## config.mk

```make
export PLATFORM = sky130hd
export DESIGN_NAME = seq_div32
export DESIGN_NICKNAME = d
export VERILOG_FILES = /design/src/rtl/seq_div32.sv
export SDC_FILE = /design/constraint.sdc
export NUM_CORES = 1
export LEC_CHECK = 0
export ABC_CLOCK_PERIOD_IN_PS = 7960
export CORE_MARGIN = 1
export CORE_UTILIZATION = 61
export CTS_BUF_LIST = sky130_fd_sc_hd__clkbuf_4 sky130_fd_sc_hd__clkbuf_8
export DETAILED_ROUTE_END_ITERATION = 7
export DONT_BUFFER_PORTS = 1
export GPL_ROUTABILITY_DRIVEN = 1
export PLACE_DENSITY = 0.85
export SKIP_CTS_REPAIR_TIMING = 1
export SYNTH_ARGS = -nofsm -noshare
export SYNTH_HDL_FRONTEND = slang
export SYNTH_SLANG_ARGS = --single-unit
```

## constraint.sdc

```tcl
create_clock -name clk -period 7.96 [get_ports clk]
set_clock_uncertainty 0.15 [all_clocks]
set_input_delay 0.398 -clock clk [delete_from_list [all_inputs] [get_ports clk]]
set_output_delay 0.398 -clock clk [all_outputs]
set_load 0.1 [all_outputs]
```

## src/rtl/seq_div32.sv

```systemverilog
// seq_div32: iterative restoring divider with a start/done handshake.
// Signed operands are reduced to magnitudes at accept time. The core loop
// produces one quotient bit per clock. Signs are applied in a final fix-up
// cycle. Divide-by-zero and signed overflow skip the loop entirely.
module seq_div32 #(
    parameter int WIDTH = 32
) (
    input  logic             clk,
    input  logic             rst,
    input  logic             start,
    input  logic             Si,
    input  logic [WIDTH-1:0] A,
    input  logic [WIDTH-1:0] B,
    output logic             busy,
    output logic             done,
    output logic [WIDTH-1:0] Q,
    output logic [WIDTH-1:0] R,
    output logic             DZ,
    output logic             V
);

    localparam int CW = $clog2(WIDTH + 1);
    localparam logic [CW-1:0]    CNT_LAST = CW'(WIDTH - 1);
    localparam logic [WIDTH-1:0] ALL_ONES = '1;
    localparam logic [WIDTH-1:0] MIN_NEG  = {1'b1, {(WIDTH-1){1'b0}}};

    typedef enum logic [2:0] {
        S_IDLE,
        S_ITER,
        S_FIX,
        S_SPECIAL,
        S_DONE
    } state_t;

    state_t state_reg, state_next;

    // Operation context captured at accept time
    logic [WIDTH-1:0] rem_reg;     // partial remainder
    logic [WIDTH-1:0] dvd_reg;     // dividend magnitude shifting out, quotient shifting in
    logic [WIDTH-1:0] bmag_reg;    // divisor magnitude
    logic [WIDTH-1:0] a_raw_reg;   // raw dividend, returned as remainder on divide-by-zero
    logic             sa_reg;
    logic             sb_reg;
    logic             dz_case_reg; // special path: 1 = divide-by-zero, 0 = signed overflow
    logic [CW-1:0]    cnt_reg;

    // Result registers, held between done pulses
    logic [WIDTH-1:0] q_reg;
    logic [WIDTH-1:0] r_reg;
    logic             dz_reg;
    logic             v_reg;

    // Accept-time decode of the incoming operands
    logic             sa_in;
    logic             sb_in;
    logic [WIDTH-1:0] amag_in;
    logic [WIDTH-1:0] bmag_in;
    logic             b_zero;
    logic             ovf_in;

    assign sa_in   = Si & A[WIDTH-1];
    assign sb_in   = Si & B[WIDTH-1];
    assign amag_in = sa_in ? -A : A;
    assign bmag_in = sb_in ? -B : B;
    assign b_zero  = (B == '0);
    assign ovf_in  = Si & (A == MIN_NEG) & (B == ALL_ONES);

    // One restoring step. The shifted remainder is kept at WIDTH+1 bits because
    // an unsigned divisor above 2^(WIDTH-1) lets it exceed WIDTH bits.
    logic [WIDTH:0] rem_sh;
    logic [WIDTH:0] trial;
    logic           q_bit;

    assign rem_sh = {rem_reg, dvd_reg[WIDTH-1]};
    assign trial  = rem_sh - {1'b0, bmag_reg};
    assign q_bit  = ~trial[WIDTH];

    // State register
    always_ff @(posedge clk) begin
        if (rst) begin
            state_reg <= S_IDLE;
        end else begin
            state_reg <= state_next;
        end
    end

    // Next-state logic and handshake outputs
    always_comb begin
        state_next = state_reg;
        busy       = 1'b1;
        done       = 1'b0;
        case (state_reg)
            S_IDLE: begin
                busy = 1'b0;
                if (start) begin
                    state_next = (b_zero | ovf_in) ? S_SPECIAL : S_ITER;
                end
            end
            S_ITER: begin
                if (cnt_reg == CNT_LAST) begin
                    state_next = S_FIX;
                end
            end
            S_FIX:     state_next = S_DONE;
            S_SPECIAL: state_next = S_DONE;
            S_DONE: begin
                done       = 1'b1;
                state_next = S_IDLE;
            end
            default:   state_next = S_IDLE;
        endcase
    end

    // Datapath: capture on accept, iterate, then write the held results
    always_ff @(posedge clk) begin
        if (rst) begin
            rem_reg     <= '0;
            dvd_reg     <= '0;
            bmag_reg    <= '0;
            a_raw_reg   <= '0;
            sa_reg      <= 1'b0;
            sb_reg      <= 1'b0;
            dz_case_reg <= 1'b0;
            cnt_reg     <= '0;
            q_reg       <= '0;
            r_reg       <= '0;
            dz_reg      <= 1'b0;
            v_reg       <= 1'b0;
        end else begin
            case (state_reg)
                S_IDLE: begin
                    if (start) begin
                        rem_reg     <= '0;
                        dvd_reg     <= amag_in;
                        bmag_reg    <= bmag_in;
                        a_raw_reg   <= A;
                        sa_reg      <= sa_in;
                        sb_reg      <= sb_in;
                        dz_case_reg <= b_zero;
                        cnt_reg     <= '0;
                    end
                end
                S_ITER: begin
                    rem_reg <= q_bit ? trial[WIDTH-1:0] : rem_sh[WIDTH-1:0];
                    dvd_reg <= {dvd_reg[WIDTH-2:0], q_bit};
                    cnt_reg <= cnt_reg + CW'(1);
                end
                S_FIX: begin
                    // Truncating division: remainder follows the dividend's sign.
                    // A zero magnitude negates to zero, so 0/-x stays positive zero.
                    q_reg  <= (sa_reg ^ sb_reg) ? -dvd_reg : dvd_reg;
                    r_reg  <= sa_reg ? -rem_reg : rem_reg;
                    dz_reg <= 1'b0;
                    v_reg  <= 1'b0;
                end
                S_SPECIAL: begin
                    if (dz_case_reg) begin
                        q_reg  <= ALL_ONES;
                        r_reg  <= a_raw_reg;
                        dz_reg <= 1'b1;
                        v_reg  <= 1'b0;
                    end else begin
                        q_reg  <= MIN_NEG;
                        r_reg  <= '0;
                        dz_reg <= 1'b0;
                        v_reg  <= 1'b1;
                    end
                end
                default: ;
            endcase
        end
    end

    assign Q  = q_reg;
    assign R  = r_reg;
    assign DZ = dz_reg;
    assign V  = v_reg;

endmodule
```

## Word level (Yosys, flattened, before mapping)

Index checks and enable logic that the tools add are counted.

- Bits in registers: 206
- Input port bits: 68
- Output and inout bits: 68
- Logic and storage cells: 68

- $add $sub $neg: 6
- Equal/unequal tests: 9
- Multiplexer cells: 25
- Bitwise gates (word level): 7
- Reductions and logical operators: 8

Operator list:

| kind | number |
|---|---|
| two-way mux 32 bit | 8 |
| one-hot mux 32 bit (2 select lines) | 4 |
| negator 32 bit | 4 |
| equality test 32 bit (second input constant) | 2 |
| subtractor 33 x 32 -> 33 bit | 1 |
| logical NOT 32 bit | 1 |
| two-way mux 31 bit | 1 |
| one-hot mux 6 bit (2 select lines) | 1 |
| one-hot mux 3 bit (3 select lines) | 1 |
| adder 6 x 1 -> 6 bit (second input constant) | 1 |
| equality test 3 x 2 -> 1 bit (second input constant) | 2 |
| equality test 6 x 5 -> 1 bit (second input constant) | 1 |
| two-way mux 3 bit | 2 |
| two-way mux 6 bit | 1 |
| AND reduction 2 bit | 3 |
| AND 1 bit | 4 |
| two-way mux 1 bit | 4 |
| != test 2 bit (second input constant) | 2 |
| one-hot mux 1 bit (2 select lines) | 2 |
| nonzero test 2 bit | 2 |
| equality test 3 x 1 -> 1 bit (second input constant) | 1 |
| equality test 3 bit (second input constant) | 1 |
| logical NOT 3 bit | 1 |
| two-way mux 2 bit | 1 |
| 4 further kinds | 4 |

## Logic depth before layout (Yosys ltp)

- Depth in word-level cells: 7
- Mapped depth: 14
- Depth with buffers taken out: 12

## Worst setup path after synthesis

No wires, ideal clock.

- Kind: flip-flop to output port
- Start point: register state_reg[0]
- End point: output port done
- Arrival time: 3.082 ns
- Data required time: 7.412 ns
- Path slack: 4.330 ns
- Cell stages (with the launch flop): 5
- Path buffers: 3
- Cells stage by stage: dfxtp_1 clkbuf_1 clkbuf_1 buf_1 nor3b_1

- Cells in the longest elaborated chain, start to end: 2

Ends and longest elaborated chain:

| item | RTL line | source |
|---|---|---|
| start: declaration | 35 | `state_t state_reg, state_next;` |
| start signal: assignment | 83 | `state_reg <= state_next;` |
| equality test 3 bit | 92 | `case (state_reg)` |
| two-way mux 1 bit | 92 |  |
| end: declaration | 15 | `output logic done,` |

Every way passes these cells.

## Worst setup path in the final report

- Start point: register dvd_reg[31]
- End point: register rem_reg[26]

- Cells in the longest elaborated chain, start to end: 3

Ends and longest elaborated chain:

| item | RTL line | source |
|---|---|---|
| start: declaration | 39 | `logic [WIDTH-1:0] dvd_reg;` |
| start signal: assignment | 134 | `dvd_reg <= amag_in;` |
| start signal: assignment | 145 | `dvd_reg <= {dvd_reg[WIDTH-2:0], q_bit};` |
| subtractor 33 x 32 -> 33 bit | 75 | `assign trial = rem_sh - {1'b0, bmag_reg};` |
| two-way mux 32 bit | 144 | `rem_reg <= q_bit ? trial[WIDTH-1:0] : rem_sh[WIDTH-1:0];` |
| one-hot mux 32 bit (2 select lines) | 130 | `case (state_reg)` |
| end signal: assignment | 144 |  |
| end: declaration | 38 | `logic [WIDTH-1:0] rem_reg;` |

Every way passes these cells.
A chain may end at the register's enable or synchronous reset.

==> results.cfg <==
[logic_synthesis]
postSynthCellCount = 1634
syn_area_per_cell_um2 = 7.647
synth_seq_cells = 206
yosysWarnings = 0
synth_top_flop_cell = dfxtp_1
synth_cell_types = 74
ys_seq_area_frac = 0.3301
synth_nets = 1741
synthArstFlopShare = 0
synth_area_um2 = 12490
synth_edf_count = 0

[floorplan]
pin_count = 136
initial_core_util = 0.6316
fp.dieH_um = 145.1
die_x_um = 145.1
core_area_um2 = 19780
fp.dieArea_um2 = 21060
rows = 51

[layout]
fin_util = 0.7074
design_area_um2 = 13990
drive_gt1_frac = 0.07035
diodes = 0
final_nets = 1742
final_cell_mix = nand2_1 (254), dfxtp_1 (206), a21oi_1 (169)
area_growth_pct = 12.00
layout_commonest_cell = nand2_1
finalNonFillerCells = 1928

[drt]
viasPerCell = 6.602
vias = 12730
routedWlPerCell_um = 20.08
ant_nets = 0
drt_first_iter_violations = 1596
routed_wl_um = 38710
drc_errors = 0
drt_first_pass_iters = 8

[worst_setup_path]
cp.required_ns = 8.23
crit_end = rem_reg[26]
r2r-end = rem_reg[26]
worstSetupEndpointType = flip-flop
critPathLaunch = dvd_reg[31]
path_max_fanout = 36
crit_arrival_ns = 4.53
worstSetupStartpointType = flip-flop
crit_chain = inv_1 -> ha_1 -> fa_1 -> nand2b_1 -> a21oi_1 -> o22a_2 -> a31oi_2 -> o311a_4 -> o211ai_1 -> a21o_1 -> a21oi_1 -> a221o_1
slowest_stage = a21o_1
crit_type = reg2reg
crit-reg2reg-launch = dvd_reg[31]
cp_slowest_stage_delay_ns = 0.95
timing.critical_path.mode_cell = a21oi_1
rr_worst_depth = 12
r2r_slack_ns = 3.69

[placed_design]
dp_hpwl_um = 24900
post-place-ws_ns = 3.804
gp_congestion = 0.9548
dpl_cell_area_um2 = 12540
dp_cells = 1805
placement.io_buffers = 0

[sta]
period_minus_slack_ns = 4.265
finalMaxSlewViolations = 0
setup_tns_ns = 0
worstMarginPinSlew_ns = 1.195
finalSetupViolCount = 0
fin_crit_sh = 0.5358
finalHoldViolations = 2
setup_slack_ns = 3.695
max_freq_mhz = 234.5
whs_ns = -0.04684
rsz0062_at_grt = no
slew_headroom = 0.2031

[pwr]
power_mw = 2.980
power_density_nw_per_um2 = 212.9
power_leakage_nw = 5.237
vdd_ir_drop_max_mv = 0.1994

[clock_network]
htreeDepth = 2
cts_tree = done
cts_sinks = 206
cts-root-buf = clkbuf_8
clk_latency_ns = 0.54
cts_inserted_buffers = 37
clockBufferDepth = 3
clk_pin_slew_ns = 0.06

[outcome]
run_status = finished with violations
violations = hold timing

[grt]
antenna_found_initial = 0
grt_max_degree = 182
grt_pass1_vias = 11130
grt-ovfl-total = 0
grt_pass1_wl_um = 57900
track_usage = 0.3363

[run]
max_cap_violations = 0

[worst_hold_path]
min_path_type = in2reg
## layer usage
layer	track usage	share of wire
met2	0.5281	0.45
met3	0.09403	0.12
met1	0.4325	0.39
met5	0	0
met4	0.1395	0.037
## final cells by class
| type | count | area (um^2) |
|---|---|---|
| Clock buffer | 57 | 747.0 |
| Clock inverter | 10 | 130.1 |
| Fill cell | 1531 | 5788 |
| Inverter | 57 | 214.0 |
| Multi-Input combinational cell | 1262 | 7736 |
| Sequential cell | 206 | 4124 |
| Tap cell | 265 | 331.6 |
| Timing Repair Buffer | 71 | 710.7 |
## power by group
part	internal [mW]	leakage (nW)	switching [mW]
Sequential	1.09	1.68	0.122
Clock	0.697	0.457	0.468
Combinational	0.229	3.10	0.375
## cells in the mapped netlist, types with 4 or more instances
library cell | n | area, um^2
a221oi_1 | 4 | 35.03
nand2b_1 | 10 | 62.56
o41ai_1 | 8 | 70.07
nor3b_1 | 5 | 37.54
dfxtp_1 | 206 | 4124
a221o_1 | 16 | 160.2
clkbuf_1 | 88 | 330.3
or3_4 | 4 | 45.04
a21o_1 | 10 | 75.07
nand2_1 | 254 | 953.4
and2_1 | 11 | 68.82
nand3_1 | 25 | 125.1
o21ai_0 | 69 | 345.3
o31ai_1 | 22 | 165.2
buf_2 | 7 | 35.03
nor4_1 | 10 | 62.56
o21a_1 | 8 | 60.06
or4_1 | 7 | 52.55
inv_1 | 56 | 210.2
and3_1 | 10 | 62.56
nor2b_1 | 8 | 50.05
nor2_1 | 142 | 533.0
a22oi_1 | 33 | 247.7
a211oi_1 | 37 | 277.8
buf_1 | 9 | 33.78
o21ai_1 | 8 | 40.04
a31oi_1 | 11 | 68.82
a311oi_1 | 9 | 78.83
mux2i_1 | 4 | 40.04
ha_1 | 38 | 475.5
xnor2_1 | 77 | 674.4
nand4_1 | 38 | 237.7
nor3_1 | 32 | 160.2
or3_1 | 13 | 81.33
xor2_1 | 64 | 560.5
o211ai_1 | 52 | 390.4
a21oi_1 | 169 | 845.8
## critical path: cells and delay by family (launching register included)
kind,cells,cell delay [ns]
buf+inv,1,0.08
flops,1,0.36
fa+ha+maj,2,0.64
simple gates,1,0.19
compound gates,8,2.71
## how the worst min path moves through the flow
stage,start,endpoint,depth (start not counted)
floorplan,bmag_reg[10],bmag_reg[10],2
global placement,bmag_reg[10],bmag_reg[10],2
detailed placement,bmag_reg[31],bmag_reg[31],2
CTS,rst,R[31],1
global route,B[27],bmag_reg[27],2
finish,B[27],bmag_reg[27],2
## cells by family (layout without fill, tap and decap cells)
family | Yosys count | in the layout | share of synthesized area
AND/OR/NAND/NOR | 591 | 591 | 0.2215
AO/OA/AOI/OAI | 487 | 487 | 0.2538
flip-flops | 206 | 206 | 0.3301
buffers and inverters | 166 | 195 | 0.05297
XOR/XNOR | 141 | 141 | 0.09884
adder cells (fa/ha/maj) | 39 | 39 | 0.03966
multiplexers | 4 | 4 | 0.003205
Power figures use the tool's default switching activity.
